**config.mk**
```make
export PLATFORM = sky130hd
export DESIGN_NAME = debug_dump_tx
export DESIGN_NICKNAME = d
export VERILOG_FILES = /design/src/rtl/debug_pkg.sv /design/src/rtl/uart_tx_byte.sv /design/src/rtl/debug_dump_tx.sv
export SDC_FILE = /design/constraint.sdc
export NUM_CORES = 1
export LEC_CHECK = 0
export CELL_PAD_IN_SITES_DETAIL_PLACEMENT = 0
export CELL_PAD_IN_SITES_GLOBAL_PLACEMENT = 2
export CORE_MARGIN = 8
export CORE_UTILIZATION = 30
export CTS_BUF_LIST = sky130_fd_sc_hd__clkbuf_4 sky130_fd_sc_hd__clkbuf_8 sky130_fd_sc_hd__clkbuf_16
export CTS_CLUSTER_DIAMETER = 80
export DETAILED_ROUTE_END_ITERATION = 10
export GPL_ROUTABILITY_DRIVEN = 0
export GPL_TIMING_DRIVEN = 0
export PLACE_DENSITY_LB_ADDON = 0.08
export SYNTH_ARGS = -nofsm -noshare
export SYNTH_HDL_FRONTEND = slang
export SYNTH_HIERARCHICAL = 1
export SYNTH_SLANG_ARGS = --single-unit
export TNS_END_PERCENT = 10
```
**constraint.sdc**
```tcl
create_clock -name clock -period 3.6 [get_ports clock]
set_input_delay 0.54 -clock clock [delete_from_list [all_inputs] [get_ports clock]]
set_output_delay 0.54 -clock clock [all_outputs]
set_load 0.02 [all_outputs]
```
**src/rtl/debug_pkg.sv**
```systemverilog
// Shared definitions for the debug link: frame layout constants and
// state encodings used by the dump transmitter and its byte serializer.
package debug_pkg;

    // First byte of every dump frame; not covered by the checksum.
    localparam logic [7:0] DBG_FRAME_HEADER = 8'hA5;

    // Frame byte order: header, NUM_WORDS words MSB first, checksum.
    localparam int DBG_HEADER_BYTES   = 1;
    localparam int DBG_BYTES_PER_WORD = 4;
    localparam int DBG_CHECKSUM_BYTES = 1;

    // Serializer bit-level states.
    typedef enum logic [1:0] {
        TX_IDLE,
        TX_START,
        TX_DATA,
        TX_STOP
    } tx_state_e;

    // Frame sequencer states.
    typedef enum logic {
        FRAME_IDLE,
        FRAME_SEND
    } frame_state_e;

    // Total number of bytes in a frame carrying num_words state words.
    function automatic int dbg_frame_bytes(input int num_words);
        return DBG_HEADER_BYTES + DBG_BYTES_PER_WORD * num_words + DBG_CHECKSUM_BYTES;
    endfunction

endpackage

```
**src/rtl/uart_tx_byte.sv**
```systemverilog
// 8N1 byte serializer. Accepts one byte per valid/ready handshake and
// holds each bit on tx for CLKS_PER_BIT cycles. byte_ready is raised in
// the final cycle of the stop bit so a waiting byte starts with no gap.
module uart_tx_byte
    import debug_pkg::*;
#(
    parameter int CLKS_PER_BIT = 5208
) (
    input  logic       clock,
    input  logic       reset_n,
    input  logic       byte_valid,
    input  logic [7:0] byte_data,
    output logic       byte_ready,
    output logic       tx
);

    localparam int BW = (CLKS_PER_BIT > 1) ? $clog2(CLKS_PER_BIT) : 1;
    localparam logic [BW-1:0] BAUD_LAST = BW'(CLKS_PER_BIT - 1);

    tx_state_e   state_q, state_d;
    logic [BW-1:0] baud_q, baud_d;
    logic [2:0]  bit_q, bit_d;
    logic [7:0]  shift_q, shift_d;
    logic        tx_q, tx_d;
    logic        baud_last;

    assign baud_last  = (baud_q == BAUD_LAST);
    assign byte_ready = (state_q == TX_IDLE) || ((state_q == TX_STOP) && baud_last);
    assign tx         = tx_q;

    // Bit FSM: advances on baud boundaries and pre-computes the next tx level
    // so the line is driven straight from a flop.
    always_comb begin
        state_d = state_q;
        baud_d  = baud_q;
        bit_d   = bit_q;
        shift_d = shift_q;
        tx_d    = tx_q;
        case (state_q)
            TX_IDLE: begin
                tx_d = 1'b1;
                if (byte_valid) begin
                    state_d = TX_START;
                    baud_d  = '0;
                    shift_d = byte_data;
                    tx_d    = 1'b0;
                end
            end
            TX_START: begin
                if (baud_last) begin
                    state_d = TX_DATA;
                    baud_d  = '0;
                    bit_d   = 3'd0;
                    tx_d    = shift_q[0];
                end else begin
                    baud_d = baud_q + BW'(1);
                end
            end
            TX_DATA: begin
                if (baud_last) begin
                    baud_d = '0;
                    if (bit_q == 3'd7) begin
                        state_d = TX_STOP;
                        tx_d    = 1'b1;
                    end else begin
                        bit_d   = bit_q + 3'd1;
                        shift_d = {1'b0, shift_q[7:1]};
                        tx_d    = shift_q[1];
                    end
                end else begin
                    baud_d = baud_q + BW'(1);
                end
            end
            TX_STOP: begin
                if (baud_last) begin
                    baud_d = '0;
                    if (byte_valid) begin
                        state_d = TX_START;
                        shift_d = byte_data;
                        tx_d    = 1'b0;
                    end else begin
                        state_d = TX_IDLE;
                        tx_d    = 1'b1;
                    end
                end else begin
                    baud_d = baud_q + BW'(1);
                end
            end
            default: begin
                state_d = TX_IDLE;
                tx_d    = 1'b1;
            end
        endcase
    end

    // Serializer registers with synchronous active-low reset; line idles high.
    always_ff @(posedge clock) begin
        if (!reset_n) begin
            state_q <= TX_IDLE;
            baud_q  <= '0;
            bit_q   <= 3'd0;
            shift_q <= 8'h00;
            tx_q    <= 1'b1;
        end else begin
            state_q <= state_d;
            baud_q  <= baud_d;
            bit_q   <= bit_d;
            shift_q <= shift_d;
            tx_q    <= tx_d;
        end
    end

endmodule

```
**src/rtl/debug_dump_tx.sv**
```systemverilog
// Debug dump transmitter: on start, sends header, NUM_WORDS state words
// (MSB first) and an XOR checksum of the data bytes as one gapless burst.
// Words are fetched through word_index/word_data; each word is latched as
// its first byte is handed to the serializer.
module debug_dump_tx
    import debug_pkg::*;
#(
    parameter int CLKS_PER_BIT = 5208,
    parameter int NUM_WORDS    = 32,
    parameter int WIDX         = (NUM_WORDS > 1) ? $clog2(NUM_WORDS) : 1
) (
    input  logic            clock,
    input  logic            reset_n,
    input  logic            start,
    output logic [WIDX-1:0] word_index,
    input  logic [31:0]     word_data,
    output logic            tx,
    output logic            busy,
    output logic            done
);

    localparam int LAST_BYTE = dbg_frame_bytes(NUM_WORDS) - 1;
    localparam int CW        = $clog2(LAST_BYTE + 2);
    localparam logic [CW-1:0] LAST_CNT = CW'(LAST_BYTE);
    localparam logic [CW-1:0] END_CNT  = CW'(LAST_BYTE + 1);
    localparam logic [CW-1:0] DATA_END = CW'(DBG_BYTES_PER_WORD * NUM_WORDS);

    frame_state_e    frame_q, frame_d;
    logic [CW-1:0]   byte_cnt_q, byte_cnt_d;
    logic [31:0]     word_q, word_d;
    logic [7:0]      chk_q, chk_d;
    logic [WIDX-1:0] word_idx_q, word_idx_d;
    logic            done_q, done_d;

    logic            byte_valid;
    logic [7:0]      byte_data;
    logic            byte_ready;
    logic            byte_accept;
    logic            is_data;
    logic [1:0]      lane;

    // Data bytes occupy indices 1..4*NUM_WORDS; lane 0 is each word's MSB.
    assign is_data     = (byte_cnt_q != '0) && (byte_cnt_q <= DATA_END);
    assign lane        = byte_cnt_q[1:0] - 2'd1;
    assign byte_accept = byte_valid && byte_ready;

    assign busy       = (frame_q == FRAME_SEND);
    assign done       = done_q;
    assign word_index = word_idx_q;

    // Pick the byte offered to the serializer. A word's MSB comes straight
    // from word_data because the word register is loaded on that same edge.
    always_comb begin
        byte_valid = 1'b0;
        byte_data  = DBG_FRAME_HEADER;
        if (frame_q == FRAME_IDLE) begin
            byte_valid = start;
        end else begin
            byte_valid = (byte_cnt_q <= LAST_CNT);
            if (byte_cnt_q == LAST_CNT) begin
                byte_data = chk_q;
            end else if (is_data) begin
                case (lane)
                    2'd0:    byte_data = word_data[31:24];
                    2'd1:    byte_data = word_q[23:16];
                    2'd2:    byte_data = word_q[15:8];
                    default: byte_data = word_q[7:0];
                endcase
            end
        end
    end

    // Frame sequencer: counts bytes, captures words, folds the checksum and
    // advances word_index one byte ahead of the word that needs it.
    always_comb begin
        frame_d    = frame_q;
        byte_cnt_d = byte_cnt_q;
        word_d     = word_q;
        chk_d      = chk_q;
        word_idx_d = word_idx_q;
        done_d     = 1'b0;
        case (frame_q)
            FRAME_IDLE: begin
                if (byte_accept) begin
                    frame_d    = FRAME_SEND;
                    byte_cnt_d = CW'(1);
                    chk_d      = 8'h00;
                    word_idx_d = '0;
                end
            end
            FRAME_SEND: begin
                if (byte_accept) begin
                    byte_cnt_d = byte_cnt_q + CW'(1);
                    if (is_data) begin
                        chk_d = chk_q ^ byte_data;
                    end
                    if (is_data && (lane == 2'd0)) begin
                        word_d = word_data;
                    end
                    if ((byte_cnt_q[1:0] == 2'b00) && (byte_cnt_q < DATA_END)) begin
                        word_idx_d = WIDX'(byte_cnt_q >> 2);
                    end
                end else if ((byte_cnt_q == END_CNT) && byte_ready) begin
                    frame_d    = FRAME_IDLE;
                    done_d     = 1'b1;
                    word_idx_d = '0;
                end
            end
            default: begin
                frame_d = FRAME_IDLE;
            end
        endcase
    end

    // Sequencer registers with synchronous active-low reset; a reset mid
    // frame abandons it without a done pulse.
    always_ff @(posedge clock) begin
        if (!reset_n) begin
            frame_q    <= FRAME_IDLE;
            byte_cnt_q <= '0;
            word_q     <= 32'h0;
            chk_q      <= 8'h00;
            word_idx_q <= '0;
            done_q     <= 1'b0;
        end else begin
            frame_q    <= frame_d;
            byte_cnt_q <= byte_cnt_d;
            word_q     <= word_d;
            chk_q      <= chk_d;
            word_idx_q <= word_idx_d;
            done_q     <= done_d;
        end
    end

    uart_tx_byte #(
        .CLKS_PER_BIT(CLKS_PER_BIT)
    ) u_uart_tx_byte (
        .clock      (clock),
        .reset_n    (reset_n),
        .byte_valid (byte_valid),
        .byte_data  (byte_data),
        .byte_ready (byte_ready),
        .tx         (tx)
    );

endmodule

```
Word level (Yosys, flattened, before mapping)
Index checks and enable logic that the tools add are counted.
{"block": "totals", "regBits": 74, "latchBits": 0, "mem_bits_rw": 0, "romBits": 0, "input_bits": 35, "out_inout_bits": 8, "word_cells": 111, "mem_count": 0}
{"block": "op_classes", "addsub": 4, "multipliers": 0, "div": 0, "magnitude_cmp": 3, "eq_ne": 20, "shift": 0, "n_mux": 47, "n_bitwise": 3, "reduce_logical": 23}
{"op": "$mux W8", "n": 12}
{"op": "$pmux W8 S3", "n": 2}
{"op": "$pmux W8 S2", "n": 2}
{"op": "$mux W13", "n": 2}
{"op": "$pmux W13 S2", "n": 1}
{"op": "$mux W5", "n": 4}
{"op": "$eq A8 B8 Y1 const B", "n": 2}
{"op": "$le A8 B8 Y1 const B", "n": 2}
{"op": "$add A13 B1 Y13 const B", "n": 1}
{"op": "$eq A13 B13 Y1 const B", "n": 1}
{"op": "$ne A2 B1 Y1 const B", "n": 6}
{"op": "$reduce_and A3 Y1", "n": 4}
{"op": "$mux W1", "n": 11}
{"op": "$mux W2", "n": 5}
{"op": "$pmux W5 S2", "n": 1}
{"op": "$mux W3", "n": 3}
{"op": "$add A8 B1 Y8 const B", "n": 1}
{"op": "$lt A8 B8 Y1 const B", "n": 1}
{"op": "$pmux W2 S4", "n": 1}
{"op": "$reduce_and A4 Y1", "n": 2}
{"op": "$reduce_bool A8 Y1", "n": 1}
{"op": "$xor A8 B8 Y8", "n": 1}
{"op": "$eq A2 B2 Y1 const B", "n": 3}
{"op": "$logic_and A1 B1 Y1", "n": 6}
{"op": "other kinds (18)", "n": 25}

Logic depth before layout (Yosys ltp)
{"block": "depth", "depth_word": 10, "depth_mapped": 10, "depth_no_buf": 9}

By module
Netlist, hierarchy kept.
{"mod": "debug_dump_tx", "instances": 1, "cells_per_inst": 306, "area_per_inst_um2": 2667.6, "seq_area_each_um2": 940.9}
{"mod": "uart_tx_byte", "instances": 1, "cells_per_inst": 171, "area_per_inst_um2": 1501.4, "seq_area_each_um2": 540.5}

Worst setup path before layout
Ideal clock, no wire load.
{"block": "synth_path", "path_type": "flip-flop to flip-flop", "from": "register byte_cnt_q[3]", "to": "register u_uart_tx_byte.shift_q[0]", "setup_ns": 0.086, "arrival_ns": 2.392, "t_required_ns": 3.514, "path_slack_ns": 1.122, "path_stages_with_launch": 9, "path_buffers": 1, "synth_period_minus_slack_ns": 2.478, "cell_sequence": "dfxtp_1 -> or4_1 -> buf_4 -> o31a_1 -> a21oi_1 -> nand2b_1 -> a21oi_1 -> a21oi_1 -> a211oi_1"}
{"block": "synth_via", "word_cells_on_any_way": 12, "classes_between": "2 x order compare; 1 x eq/ne; 7 x mux; 2 x reduce/logical"}
{"item": "start, declared", "line_no": "debug_dump_tx.sv:29", "rtl": "logic [CW-1:0] byte_cnt_q, byte_cnt_d;"}
{"item": "start signal, assigned", "line_no": "debug_dump_tx.sv:127", "rtl": "byte_cnt_q <= byte_cnt_d;"}
{"item": "$le A8 B8 Y1 *", "line_no": "debug_dump_tx.sv:59", "rtl": "byte_valid = (byte_cnt_q <= LAST_CNT);"}
{"item": "$mux W1 *", "line_no": "debug_dump_tx.sv:56", "rtl": "if (frame_q == FRAME_IDLE) begin"}
{"item": "net byte_valid", "line_no": "debug_dump_tx.sv:35", "rtl": "logic byte_valid;"}
{"item": "$mux W8 *", "line_no": "uart_tx_byte.sv:42, uart_tx_byte.sv:77"}
{"item": "$mux W8", "line_no": "uart_tx_byte.sv:75", "rtl": "if (baud_last) begin"}
{"item": "$pmux W8 S3 *", "line_no": "uart_tx_byte.sv:39", "rtl": "case (state_q)"}
{"item": "end signal, assigned", "line_no": "uart_tx_byte.sv:108", "rtl": "shift_q <= shift_d;"}
{"item": "end, declared", "line_no": "uart_tx_byte.sv:23", "rtl": "logic [7:0] shift_q, shift_d;"}
Mark *: on every way through the listed nets, which the timed path passes. The rest lies on a longest branch. The select of a mux whose other input is x is not followed.
A chain may end at the register's enable or synchronous reset.

Final worst setup path
{"block": "layout_path", "from": "register byte_cnt_q[3]", "to": "register u_uart_tx_byte.shift_q[6]"}
Same word-level chain as after synthesis.

==> results by group <==
Status
  – Status: finished clean

Routing
  – Via/cell ratio: 5.201
  – Final wirelength: 12.37 mm
  – Final ANT Viol Nets: 0
  – Initial drt markers: 303
  – First-pass iteration count of the detailed router: 4
  – DR vias: 3724
  – Residual DRC count: 0
  – WL per Instance: between 15 and 20 um

STA
  – Slew headroom: 0.5748
  – Fin worst setup slack: 0.4373 ns
  – Setup TNS: 0 ns
  – Final worst-path cycle share: 0.8785
  – Worst Tran Pin Value: 0.6379 ns
  – Final Hold Fails: 0
  – Setup violations, final: 0
  – Final slew viol count: 0
  – Crit path time final: 3.163 ns
  – RSZ-0062 raised after global routing: no
  – Max Clk Rate: ~320 MHz
  – Final worst clock skew: around 0.013 ns
  – Hold WS: 0.4545 ns

Synth
  – Post-Synth Adder-Cell Area: 0.03902
  – Leading area contributor after synthesis: dfxtp_1
  – Post-Syn Instances: 477
  – Mux contribution to synthesized area: 0.08643
  – Post-Syn Nets: 525
  – Synth Area in Compound Gates: 0.2320
  – Ys Warns: 6
  – Main area contributors after synthesis: dfxtp_1 36%, mux2i_1 8.6%, nor2b_1 5.0%
  – Post-synthesis cell type count: 65
  – Netlist Area Pre-Place: ~0.0042 sq mm
  – Register area share after synthesis: 0.3553
  – Async SR Flop Fraction: 0
  – Largest family of logic cells by synthesized area: compound AO/OA/AOI/OAI gates
  – Syn_area_per_cell: 8.740 sq um
  – Post-synth EDFFs: 0
  – Top_reg_cell synth: dfxtp_1
  – Share of the synthesized area in the top cell type: 0.3553
  – Simple-gate area share of the yosys netlist: 0.2305
  – Post-synthesis xor/xnor area fraction: 0.006303
  – Seq cells post-synth: 74

Cells and area
  – Most common library cell in the layout ignoring fill and taps: dfxtp_1
  – # fillers: ~1500
  – Leading cell types in the layout, fill and taps excluded: 74 x dfxtp_1, 42 x clkdlybuf4s50_1, 36 x nand2_1, 36 x a21oi_1, 36 x mux2i_1
  – Fin util: 0.3725
  – P&R area growth vs syn: 22.57%
  – Ant. Diodes: 0
  – Register area: 0.001481 sq mm
  – Nets: 579
  – Area of the multi-input gates: 0.002477 sq mm
  – Layout cells sized above 1: 0.06157

GRT
  – Vias in the first global route: 3670
  – Gr ovfl total: 0
  – Initial antenna violation count: 0
  – Pin count of the biggest net entering global routing: 13
  – First-pass GRT wire length: 20.05 mm
  – Total GRT Usage: 0.1414

Clocking
  – Post-CTS Setup Inserts: 0
  – CTS root buf: clkbuf_16
  – Register clock-pin slew on the reported worst setup and hold paths: 0.06 ns
  – CTS buffer count: 9
  – H-tree Lvls: 3
  – CTS Sinks: 74
  – CTS Buffer Depth: 2
  – CTS-repair resized insts: 0
  – CTS tree: built
  – Hold-fix buffers, CTS: 0
  – Worst skew pair latency: 0.34 ns

Power
  – VDD IR max: between 200 and 250 uV
  – Power Dens Cells: 623.1 mW/mm^2
  – LEAKAGE: 1.695 nW

Worst setup path
  – Worst-case reg-to-reg path depth: 8
  – Crit path kind: register to register
  – Worst setup SP type: register
  – Crit path max fanout: 10
  – Worst endpoint required time: roughly 3.9 ns
  – Worst r2r src: byte_cnt_q[3]$_SDFFE_PN0P_
  – Worst R2R Setup Slack: 0.44 ns
  – WP data arrival: 3.41 ns
  – Setup crit end kind: register
  – R2r endpoint: u_uart_tx_byte/shift_q[6]$_SDFFE_PN0P_

Min path
  – Worst Hold Depth: 2
  – Hold crit path type: register to register
  – Worst hold start: u_uart_tx_byte/bit_q[1]$_SDFFE_PN0P_
  – Hold path endpoint: u_uart_tx_byte/bit_q[1]$_SDFFE_PN0P_

Die
  – Total die area: 0.01793 sq mm
  – Initial cell density of the core: 0.3039
  – # IOs: 43
  – Chip width: 133.9 um
  – CORE AREA: 0.01372 sq mm
  – Rows: 43
  – Chip height: 133.9 um

Placement
  – Pre-CTS WS: 0.4377 ns
  – Port bufs: 42
  – Hpwl dp: 9.218 mm

Run
  – Max cap viols: 0
## cell type report
class | instances | area share
clock inverters | 6 | 0.01126
well taps | 180 | 0.04407
repair buffers | 43 | 0.08325
clock buffers | 10 | 0.04554
multi-input cells | 361 | 0.4848
inverters | 13 | 0.009549
plain buffers | 29 | 0.03159
flip-flops and latches | 74 | 0.2899
## cells in the mapped netlist, drive strengths merged, types with 2 or more instances
cell,n
dfxtp,74
a21boi,10
a311oi,2
clkbuf,20
nor2,22
o21a,5
nor4,5
xor2,2
a222oi,3
or3b,2
a21oi,36
a211oi,13
a21o,2
o21ai,19
nand3,10
a211o,3
nor2b,33
or4,8
and3,4
inv,12
nor3,11
o31a,3
nand2,36
o32ai,3
a22o,3
o2111ai,3
nand3b,11
ha,13
a31oi,12
o31ai,8
a22oi,5
nand4b,3
nand2b,7
mux2i,36
and2,3
nand4,6
nor4b,2
and4,3
buf,9
## how the worst max path moves through the flow
stage,cells past startpoint,start,end,slack [ns]
2_1_floorplan,8,byte_cnt_q[3]$_SDFFE_PN0P_,u_uart_tx_byte/shift_q[0]$_SDFFE_PN0P_,1.12
3_3_place_gp,9,u_uart_tx_byte/baud_q[0]$_SDFFE_PN0P_,chk_q[5]$_SDFFE_PN0P_,0.43
3_5_place_dp,8,byte_cnt_q[3]$_SDFFE_PN0P_,u_uart_tx_byte/shift_q[3]$_SDFFE_PN0P_,0.44
4_1_cts,8,byte_cnt_q[3]$_SDFFE_PN0P_,u_uart_tx_byte/shift_q[6]$_SDFFE_PN0P_,0.41
5_1_grt,8,byte_cnt_q[3]$_SDFFE_PN0P_,u_uart_tx_byte/shift_q[4]$_SDFFE_PN0P_,0.09
6_report,8,byte_cnt_q[3]$_SDFFE_PN0P_,u_uart_tx_byte/shift_q[6]$_SDFFE_PN0P_,0.44
## critical path, cell delays in order (launching register included)
cell and delay, ns:
dfxtp_1 0.36, or4_1 0.53, buf_4 0.19, o31a_1 0.35
a21oi_1 0.55, nand2b_1 0.15, a21oi_1 0.55, a21oi_1 0.15
a211oi_1 0.24
## power breakdown
group / internal (mW) / switching, mW
clock network: 0.540 / 0.360
registers: 0.922 / 0.0754
logic: 0.486 / 0.802
total: 1.95 / 1.24
## per-layer routing
| layer | vias up | global-route usage | routed length, um |
|---|---|---|---|
| li1 | 1884 | - | - |
| met1 | 1765 | 0.1807 | 5946 |
| met2 | 61 | 0.2245 | 5801 |
| met3 | 14 | 0.02954 | 389 |
| met4 | 0 | 0.06363 | 232 |
| met5 | - | 0 | 0 |
## through the flow
stage          cell area (sq um)  instances  total power [mW]
3_3_place_gp                4815        699             2.304
4_1_cts                     5105        715             3.216
5_1_grt                     5110        716             3.417
6_report                    5110        716             3.184
3_5_place_dp                4815        699             2.302
2_1_floorplan               4169        477             1.918
## sequential cells by signal, summed over array words and instances (netlist names)
| signal | flops |
|---|---|
| u_uart_tx_byte/bit_q | 3 |
| u_uart_tx_byte/shift_q | 8 |
| word_q | 24 |
| word_index | 5 |
| chk_q | 8 |
| u_uart_tx_byte/state_q | 2 |
| u_uart_tx_byte/baud_q | 13 |
| u_uart_tx_byte/tx | 1 |
| byte_cnt_q | 8 |
| busy | 1 |
| done | 1 |
## logic make-up (layout without fill, tap and decap cells)
| logic type | count (synthesis) | in the layout |
|---|---|---|
| DFF | 74 | 74 |
| xor gates and xnor gates | 3 | 3 |
| buffers and inverters | 42 | 101 |
| adders and majority gates | 13 | 13 |
| and+or+nand+nor | 169 | 169 |
| muxes | 36 | 36 |
| AOI/OAI and AO/OA | 140 | 140 |
Note: power is estimated with default switching activity, not from simulation.
